**config.mk**
```make
export PLATFORM = sky130hd
export DESIGN_NAME = result_collector_flat
export DESIGN_NICKNAME = d
export VERILOG_FILES = /design/src/rtl/result_collector_if.sv /design/src/rtl/result_collector.sv /design/src/flat_wrapper.sv
export SDC_FILE = /design/constraint.sdc
export NUM_CORES = 1
export LEC_CHECK = 0
export BUFFER_PORTS_ARGS = -buffer_cell sky130_fd_sc_hd__clkbuf_2
export CORE_ASPECT_RATIO = 1.75
export CORE_UTILIZATION = 55
export CTS_CLUSTER_DIAMETER = 30
export DETAILED_ROUTE_END_ITERATION = 8
export HOLD_SLACK_MARGIN = 0.06
export PLACE_DENSITY = 0.73
export SLEW_MARGIN = 20
export SYNTH_ARGS = -nofsm -noshare
export SYNTH_HDL_FRONTEND = slang
export SYNTH_SLANG_ARGS = --single-unit
```
**constraint.sdc**
```tcl
create_clock -name clk -period 8.2 [get_ports clk]
set_input_delay 0.82 -clock clk [delete_from_list [all_inputs] [get_ports clk]]
set_output_delay 0.82 -clock clk [all_outputs]
set_load 0.01 [all_outputs]
```
**src/rtl/result_collector_if.sv**
```systemverilog
// result_collector_if: groups the capture/pop handshake and the drain-side
// outputs of result_collector.
//   master : producer/consumer side (drives clr, captureEn, shiftRegIn, rdEn)
//   slave  : the collector (drives bufferOut, valid, full, count, overflow, tileDone)
// Lane i of a window lives in shiftRegIn[i] / bufferOut[i]; lane 0 is the
// most significant byte of the packed 32-bit value.
interface result_collector_if #(
  parameter int unsigned DEPTH = 8
);
  localparam int unsigned CW = $clog2(DEPTH + 1);

  logic             clr;
  logic             captureEn;
  logic [0:3][7:0]  shiftRegIn;
  logic             rdEn;
  logic [0:3][7:0]  bufferOut;
  logic             valid;
  logic             full;
  logic [CW-1:0]    count;
  logic             overflow;
  logic             tileDone;

  modport master (
    output clr, captureEn, shiftRegIn, rdEn,
    input  bufferOut, valid, full, count, overflow, tileDone
  );

  modport slave (
    input  clr, captureEn, shiftRegIn, rdEn,
    output bufferOut, valid, full, count, overflow, tileDone
  );
endinterface

```
**src/rtl/result_collector.sv**
```systemverilog
// result_collector: captures 4 x 8-bit PE2 output windows into a
// first-word-fall-through buffer and presents the head entry in the shape of
// the next layer's bufferInput port. A 16-bit tile counter pulses tileDone
// when TILES entries have been popped.
// Ports:
//   clk  : rising-edge clock
//   rst  : asynchronous reset, active-high
//   bus  : result_collector_if.slave (clr, captureEn, shiftRegIn, rdEn in;
//          bufferOut, valid, full, count, overflow, tileDone out)
// Parameters:
//   DEPTH : entries in the buffer, power of two, >= 2
//   TILES : popped entries per tile, 1..65535
module result_collector #(
  parameter int unsigned DEPTH = 8,
  parameter int unsigned TILES = 16
) (
  input  logic              clk,
  input  logic              rst,
  result_collector_if.slave bus
);
  localparam int unsigned AW = $clog2(DEPTH);
  localparam int unsigned CW = $clog2(DEPTH + 1);
  localparam int unsigned TW = 16;

  logic [0:3][7:0] mem [DEPTH];
  logic [AW-1:0]   wptr;
  logic [AW-1:0]   rptr;
  logic [CW-1:0]   cnt;
  logic [CW-1:0]   cnt_nxt;
  logic [TW-1:0]   tile_cnt;
  logic            valid_q;
  logic            full_q;
  logic            ovf_q;
  logic            tdone_q;
  logic            pop_ok;
  logic            push_ok;

  // A capture into a full buffer still fits when a pop frees a slot the same
  // cycle; a pop on an empty buffer is ignored even if a capture arrives.
  assign pop_ok  = bus.rdEn && (cnt != '0);
  assign push_ok = bus.captureEn && ((cnt != CW'(DEPTH)) || pop_ok);

  // Occupancy after this cycle's accepted capture/pop.
  always_comb begin
    cnt_nxt = cnt;
    if (push_ok && !pop_ok) begin
      cnt_nxt = cnt + CW'(1);
    end else if (pop_ok && !push_ok) begin
      cnt_nxt = cnt - CW'(1);
    end
  end

  // Data array: no reset, contents are don't-care while not occupied.
  always_ff @(posedge clk) begin
    if (push_ok && !bus.clr) begin
      mem[wptr] <= bus.shiftRegIn;
    end
  end

  // Pointers, occupancy, flags and tile counter.
  always_ff @(posedge clk or posedge rst) begin
    if (rst) begin
      wptr     <= '0;
      rptr     <= '0;
      cnt      <= '0;
      valid_q  <= 1'b0;
      full_q   <= 1'b0;
      ovf_q    <= 1'b0;
      tile_cnt <= '0;
      tdone_q  <= 1'b0;
    end else if (bus.clr) begin
      wptr     <= '0;
      rptr     <= '0;
      cnt      <= '0;
      valid_q  <= 1'b0;
      full_q   <= 1'b0;
      ovf_q    <= 1'b0;
      tile_cnt <= '0;
      tdone_q  <= 1'b0;
    end else begin
      tdone_q <= 1'b0;
      if (push_ok) begin
        wptr <= wptr + AW'(1);
      end
      if (pop_ok) begin
        rptr <= rptr + AW'(1);
      end
      cnt     <= cnt_nxt;
      valid_q <= (cnt_nxt != '0);
      full_q  <= (cnt_nxt == CW'(DEPTH));
      if (bus.captureEn && !push_ok) begin
        ovf_q <= 1'b1;
      end
      if (pop_ok) begin
        if (tile_cnt == TW'(TILES - 1)) begin
          tile_cnt <= '0;
          tdone_q  <= 1'b1;
        end else begin
          tile_cnt <= tile_cnt + TW'(1);
        end
      end
    end
  end

  // Fall-through head: read straight from the array, zero while empty.
  assign bus.bufferOut = valid_q ? mem[rptr] : '0;
  assign bus.valid     = valid_q;
  assign bus.full      = full_q;
  assign bus.count     = cnt;
  assign bus.overflow  = ovf_q;
  assign bus.tileDone  = tdone_q;
endmodule

```
**src/flat_wrapper.sv**
```systemverilog
// flat-port wrapper written by rule: the top's interface ports become plain ports
module result_collector_flat 
#(
  parameter int unsigned DEPTH = 8,
  parameter int unsigned TILES = 16
)
  (clk, rst, bus_clr, bus_captureEn, bus_shiftRegIn, bus_rdEn, bus_bufferOut, bus_valid, bus_full, bus_count, bus_overflow, bus_tileDone);
  result_collector_if #(.DEPTH(DEPTH)) bus_i ();
  input  logic clk;
  input  logic rst;
  input wire logic [$bits(bus_i.clr)-1:0] bus_clr;
  input wire logic [$bits(bus_i.captureEn)-1:0] bus_captureEn;
  input wire logic [$bits(bus_i.shiftRegIn)-1:0] bus_shiftRegIn;
  input wire logic [$bits(bus_i.rdEn)-1:0] bus_rdEn;
  output wire logic [$bits(bus_i.bufferOut)-1:0] bus_bufferOut;
  output wire logic [$bits(bus_i.valid)-1:0] bus_valid;
  output wire logic [$bits(bus_i.full)-1:0] bus_full;
  output wire logic [$bits(bus_i.count)-1:0] bus_count;
  output wire logic [$bits(bus_i.overflow)-1:0] bus_overflow;
  output wire logic [$bits(bus_i.tileDone)-1:0] bus_tileDone;
  assign bus_i.clr = bus_clr;
  assign bus_i.captureEn = bus_captureEn;
  assign bus_i.shiftRegIn = bus_shiftRegIn;
  assign bus_i.rdEn = bus_rdEn;
  assign bus_bufferOut = bus_i.bufferOut;
  assign bus_valid = bus_i.valid;
  assign bus_full = bus_i.full;
  assign bus_count = bus_i.count;
  assign bus_overflow = bus_i.overflow;
  assign bus_tileDone = bus_i.tileDone;
  result_collector #(.DEPTH(DEPTH), .TILES(TILES)) u_core (.clk(clk), .rst(rst), .bus(bus_i));
endmodule
```
==> run summary, run 1 <==
- height of the die: 193.6 um
- type of element launching the critical path: flop
- maximum fanout count along the critical path: 43
- number of antenna diodes: 0
- TritonCTS clock tree: yes
- Die ar.: 21590 um2
- RSZ-0062 raised after global routing: false
- achievable frequency: 261.7 MHz
- max-cap violations: 0
- Cell Area, Placed: 12410 um2
- clock insertion delay at the later pin of the skew report: 0.50 ns
- CTS root buffer: sky130_fd_sc_hd__clkbuf_16
- total setup violations reported at the end of the flow: 0
- Seq/Total Area, Yosys: 73.12%
- total clock buffers created by CTS: 34
- number of pins with negative max-slew slack in the final report: 0
- clk_skew: 0.01336 ns
- Netlist cell types: 45
- violation count after the first detailed-route iteration: 392
- kind of cell with the highest combined delay on the critical path: buffers and inverters
- Worst setup EP type: output pin
- Tot GR Track Use: 21.25%
- weighted congestion reported at the end of routability-driven placement: 0.7723
- post-synthesis cell area: 11540 um2
- data arrival time of the critical path: 3.00 ns
- violated checks: DRC
- Hold Violations, Final: 0
- hold crit path type: in2async
- quantity of gates resized following cts: 0
- number of vias after detailed routing: 5836
- post-cts hold buffer count: 0
- wire length per cell after detailed routing: 22.88 um
- leading cell type in the layout, fill and taps excluded: sky130_fd_sc_hd__edfxtp_1
- worst path cell trace: buf_4 > mux4_2 > mux2i_1 > nor2b_1 > clkbuf_2
- net total in the final layout: 740
- maximum buffer depth of the clock tree: 3
- Remaining Overflow, GRT: 0
- Warnings, synthesis: 0
- leading register cell type out of synthesis: sky130_fd_sc_hd__edfxtp_1
- final cycle utilization of the critical path: 46.59%
- post-detailed-placement half-perimeter wirelength: 13100 um
- CP max stage delay: 0.74 ns
- Reg clk slew, reported paths: 0.06 ns
- instance count of the mapped netlist: 599
- setup tns final: 0 ns
- number of global-route vias before repair: 6306
- count of buffers from port buffering: 76
- commonest cells after routing, fill and taps aside: 256 x sky130_fd_sc_hd__edfxtp_1, 76 x sky130_fd_sc_hd__clkbuf_2, 64 x sky130_fd_sc_hd__mux4_2
- syn_nets: 641
- width of the chip: 111.5 um
- synthesized area per cell: 19.27 um2
- fillers: 1296
- total power density per cell area: 290.3 nW/um2
- Row Count: 69
- number of I/O pins: 77
- tightest slew margin relative to the limit: 39.45%
- share of cells above drive strength 1: 32.55%
- core footprint: 20460 um2
- wire length of the first global-routing pass: 34430 um
- CP Data Required Time: 7.38 ns
- Max VDD drop: 193.6 uV
- antenna violations before repair: 1
- total wirelength of the detailed-routed design: 22200 um
- antenna-violating nets left: 0
- Post-synth EDFFs: 256
- final design instance area without fill: 13590 um2
- pin count of the biggest net entering global routing: 65
- first drt pass iteration count: 7
- number of remaining DRC errors: 12
- Buf+Inv Stages, Crit Path: 2
- Area growth, synth to finish: 17.78%
- critical setup path kind: reg2out
- buffers inserted by post-CTS timing repair: 0
- share of flip-flops with an asynchronous set or reset: 10.49%
- Slew @ Worst Pin: 0.9082 ns
- CTS Sinks: 286
- status: finished, violations left
- slowest cell on the critical path: sky130_fd_sc_hd__buf_4
- initial cell density of the core: 56.40%
- leakage power figure: 4.528 nW
- Yosys reg bits: 286
- via/cell ratio: 6.016
- shortest period the worst path allows: 3.821 ns
- htree depth: 2
## worst min-delay path, cell delays in order
cell and delay (ns):
sky130_fd_sc_hd__clkbuf_2 0.08, sky130_fd_sc_hd__inv_1 0.04, sky130_fd_sc_hd__buf_4 0.35
## report_power, final
part	internal (W)	switching [W]
clock	0.000876	0.000598
combinational	0.000394	0.000369
sequential	0.00164	0.0000721
total	0.00291	0.00104
## sequential cells by signal, indices dropped and copies added, names as in the netlist
name and cells:
u_core.bus.count 4, u_core.bus.full 1, u_core.bus.overflow 1, u_core.bus.tileDone 1, u_core.bus.valid 1, u_core.mem 256, u_core.rptr 3, u_core.tile_cnt 16
u_core.wptr 3
## per-layer routing
| layer | share of wire (%) | track usage, % |
|---|---|---|
| met5 | 0.059 | 0 |
| met4 | 2.3 | 8.158 |
| met3 | 4.8 | 3.720 |
| met2 | 55 | 38.66 |
| met1 | 38 | 24.96 |
## final timing paths
kind	startpoint	end	slack (ns)	cells past startpoint
max	u_core.rptr[0]	bus_bufferOut[9]	4.38	5
min	rst	u_core.tile_cnt[9]	0.38	3
max reg2reg	u_core.bus.count[0]	u_core.mem[2][14]	5.26	7
min reg2reg	u_core.bus.overflow	u_core.bus.overflow	0.52	2
max in group asynchronous	rst	u_core.rptr[2]	7.51	3
min in group clk	u_core.bus.overflow	u_core.bus.overflow	0.52	2
## Yosys cell counts (all sizes together) (4+ instances only)
cell type	count	area (um2)
mux4	64	1441
edfxtp	256	7687
nor3	8	40.04
buf	21	117.6
ha	5	62.56
nand2	17	63.81
a21oi	12	71.32
clkbuf	8	30.03
inv	5	18.77
o21ai	5	25.02
mux2i	36	360.4
nor2	30	115.1
dfrtp	30	750.7
nand3	7	35.03
or3	6	37.54
xnor2	12	105.1
xor2	4	35.03
nor2b	33	206.5
nor4	5	31.28
nand2b	6	37.54
## kinds of logic after synthesis
kind of cell / Yosys count / share of synthesized area [%]
DFF: 286 / 73.12
and+or+nand+nor: 132 / 6.527
muxes: 101 / 15.74
buffers and inverters: 34 / 1.442
AOI/OAI and AO/OA: 25 / 1.410
xor gates and xnor gates: 16 / 1.214
adders and majority gates: 5 / 0.5421
## layout make-up
class	count	area [um2]	share of cell area, %
clock buffers	39	900.9	6.628
clock inverters	21	231.5	1.703
inverters	5	18.77	0.1381
multi-input cells	279	2990	22.00
flip-flops and latches	286	8447	62.15
well taps	248	310.3	2.283
repair buffers	92	693.2	5.100
## stage by stage
step	hold WS (ns)	worst slack (ns)	util (%)	power, W	cells
after floorplan	0.5112	3.994	-	0.002316	599
after CTS	0.3741	4.240	66.20	0.003984	968
final	0.3763	4.379	66.43	0.003945	970
after detailed placement	0.5187	4.784	60.66	0.002513	908
after global placement	0.4843	4.791	59.57	0.002495	900
after global routing	0.4064	4.092	66.43	0.004108	970
No activity file was read; power rests on OpenSTA's default activity.
==> inputs of run 2 (changes only) <==
Settings changed: ABC_AREA set to 1, CORE_UTILIZATION 55 to 54, PLACE_DENSITY 0.73 to 0.75.
Clock period 8.2 ns to 3.08 ns, I/O delays scaled along.
==> run summary, run 2 <==
- Die ar.: 22550 um2, +4.4%
- type of element launching the critical path: flop
- post-detailed-placement half-perimeter wirelength: 15000 um, +15%
- achievable frequency: 348.0 MHz
- DP Worst Slack: 0.6441 ns, -4.140 ns
- count of buffers from port buffering: 76, unchanged
- pin count of the biggest net entering global routing: 130, +100%
- Hold Violations, Final: 0, unchanged
- maximum buffer depth of the clock tree: 3, unchanged
- number of remaining DRC errors: 0, -12
- Warnings, synthesis: 0, unchanged
- leading cell type in the layout, fill and taps excluded: sky130_fd_sc_hd__nor2_1
- synthesized area per cell: 12.08 um2, -37%
- synth top area cells: sky130_fd_sc_hd__edfxtp_1 65%, sky130_fd_sc_hd__nor2_1 9.0%, sky130_fd_sc_hd__dfrtp_1 6.3%, sky130_fd_sc_hd__o32ai_1 4.7%, sky130_fd_sc_hd__o21ai_0 3.9%
- Yosys top cell area share: 64.93%, -1.7 points
- data arrival time of the critical path: 2.57 ns, -0.43 ns
- number of flip-flops in the largest register: 256, unchanged
- CTS root buffer: sky130_fd_sc_hd__clkbuf_16
- tightest slew margin relative to the limit: 49.44%, +10 points
- number of vias after detailed routing: 7997, +37%
- CTS Sinks: 286, unchanged
- core footprint: 21500 um2, +5.1%
- TritonCTS clock tree: yes
- total power density per cell area: 668.4 nW/um2, +130%
- leakage power figure: 5.049 nW, +12%
- total clock buffers created by CTS: 30, -12%
- wire length per cell after detailed routing: 18.29 um, -20%
- max-cap violations: 0, unchanged
- buffers inserted by post-CTS timing repair: 0, unchanged
- met2 demand-to-capacity share in global routing: 42.67%, +4.0 points
- post-synthesis cell area: 11840 um2, +2.6%
- Worst setup EP type: output pin
- number of global-route vias before repair: 8164, +29%
- violation count after the first detailed-route iteration: 608, +55%
- Critical R2R Launch: u_core.bus.count[0]
- Post-synth EDFFs: 256, unchanged
- commonest cells after routing, fill and taps aside: 276 x sky130_fd_sc_hd__nor2_1, 256 x sky130_fd_sc_hd__edfxtp_1, 93 x sky130_fd_sc_hd__o21ai_0
- weighted congestion reported at the end of routability-driven placement: 0.8731, +13%
- via/cell ratio: 5.708, -5.1%
- destination of the critical timing path: bus_bufferOut[25]
- Worst R2R End: u_core.mem[6][19]
- Yosys reg bits: 286, unchanged
- clock insertion delay at the later pin of the skew report: 0.56 ns, +0.06 ns
- height of the die: 197.9 um, +2.2%
- met1 capacity usage during global routing: 26.41%, +1.5 points
- clk_skew: 0.01215 ns, -0.001207 ns
- RSZ-0062 raised after global routing: false
- CP Data Required Time: 2.77 ns, -4.61 ns
- net total in the final layout: 1129, +53%
- leading register cell type out of synthesis: sky130_fd_sc_hd__edfxtp_1
- final setup slack of the worst path: 0.2060 ns, -4.173 ns
- reg-to-reg slack, setup: 0.64 ns, -4.62 ns
- Netlist cell types: 30, -33%
- most common cell in the synthesized netlist: sky130_fd_sc_hd__nor2_1
- number of placed instances, taps included: 1318, +45%
- global-route layer with the greatest usage: met2
- shortest period the worst path allows: 2.874 ns
- final cycle utilization of the critical path: 93.31%
- Seq/Total Area, Yosys: 71.27%, -1.9 points
- multi-input gate area in the final layout: 3008 um2, +0.59%
- Slew @ Worst Pin: 0.7583 ns, -0.1499 ns
- antenna-violating nets left: 0, unchanged
- Tot GR Track Use: 23.42%, +2.2 points
- crit path launch: u_core.rptr[1]
- fillers: 1567, +21%
- core utilization of the finished layout: 64.48%, -1.9 points
- first drt pass iteration count: 5, -2
- Row Count: 71, +2.9%
- status: complete, no violations
- share of flip-flops with an asynchronous set or reset: 10.49%, unchanged
- FF/Latch Area: 8446 um2, about the same
- leading area contributor after synthesis: sky130_fd_sc_hd__edfxtp_1
- Reg clk slew, reported paths: 0.06 ns, about the same
- syn_nets: 1022, +59%
- number of pins with negative max-slew slack in the final report: 0, unchanged
- initial cell density of the core: 55.08%, -1.3 points
- r2r worst-path depth: 10, +3
- number of I/O pins: 77, unchanged
- critical setup path kind: reg2out
- width of the chip: 113.9 um, +2.2%
- Max VDD drop: 552.4 uV, +190%
- global routing met3 resource utilization: 3.030%, -0.69 points
- wire length of the first global-routing pass: 40720 um, +18%
- Area growth, synth to finish: 17.08%
- share of cells above drive strength 1: 16.05%, -16 points
- largest reg by FF count: u_core.mem
- antenna violations before repair: 0, -1
- Remaining Overflow, GRT: 0, unchanged
- total wirelength of the detailed-routed design: 25620 um, +15%
- cell types with the highest counts after synthesis: 284 x sky130_fd_sc_hd__nor2_1, 256 x sky130_fd_sc_hd__edfxtp_1, 93 x sky130_fd_sc_hd__o21ai_0
- total setup violations reported at the end of the flow: 0, unchanged
- number of antenna diodes: 0, unchanged
- instance count of the mapped netlist: 980, +64%
- htree depth: 1, -1
- number of cells in the finished layout apart from fillers: 1401, +44%
- hold crit path type: in2reg
- maximum fanout count along the critical path: 73, +70%
[run 2: layout make-up]
class | instances | share of cell area (%)
Tap cell | 292 | 2.636
Inverter | 36 | 1.011
Clock buffer | 36 | 5.804
Timing Repair Buffer | 132 | 6.661
Multi-Input combinational cell | 601 | 21.70
Sequential cell | 286 | 60.93
Clock inverter | 18 | 1.264
[run 2: logic make-up after synthesis]
kind of cell	count (synthesis)	synth area share (%)
fa+ha+maj	5	0.5284
compound gates	188	10.08
simple gates	403	13.92
flops	286	71.27
xor+xnor	5	0.3698
buf+inv	93	3.836
[run 2: power by group]
part           total (W)  internal [W]  switching (W)
combinational    0.00137      0.000470       0.000905
clock            0.00353       0.00205        0.00148
sequential       0.00436       0.00430      0.0000613
[run 2: metal layers]
metal	share of wire [%]	vias up
met2	54	298
li1	-	3745
met3	5.2	81
met5	0	-
met4	4.4	0
met1	37	3873
[run 2: critical path, cell delays in order, from the launching register on]
cell                       delay [ns]
sky130_fd_sc_hd__dfrtp_4         0.90
sky130_fd_sc_hd__buf_4           0.35
sky130_fd_sc_hd__o21ai_0         0.14
sky130_fd_sc_hd__o32ai_1         0.15
sky130_fd_sc_hd__o21ai_0         0.15
sky130_fd_sc_hd__nor2_1          0.13
sky130_fd_sc_hd__clkbuf_2        0.14
[run 2: per-stage QoR]
step | total power [W] | hold WS (ns) | TNS [ns] | area [um2]
floorplan | 0.005358 | 0.3988 | -1.511 | 11840
global placement | 0.005747 | 0.4415 | 0 | 12590
detailed placement | 0.005775 | 0.4403 | 0 | 12590
CTS | 0.009311 | 0.06114 | 0 | 13860
global route | 0.009605 | 0.06571 | 0 | 13860
finish | 0.009265 | 0.08706 | 0 | 13860
[run 2: worst min path at each step]
stage | from | to | slack [ns] | cells after the start
2_1_floorplan | rst | u_core.bus.count[0] | 0.40 | 1
6_report | bus_shiftRegIn[8] | u_core.mem[4][8] | 0.09 | 1
4_1_cts | bus_shiftRegIn[23] | u_core.mem[0][23] | 0.06 | 1
3_3_place_gp | rst | u_core.bus.count[2] | 0.44 | 2
5_1_grt | bus_shiftRegIn[3] | u_core.mem[1][3] | 0.07 | 1
3_5_place_dp | rst | u_core.bus.count[3] | 0.44 | 2
[run 2: timing repair]
| item | CTS | global route |
|---|---|---|
| endpoints found under the hold margin | 236 | 0 |
| hold buffers | 29 | 0 |
| gates resized for setup | 0 | 1 |
| setup endpoints to repair | 0 | 1 |
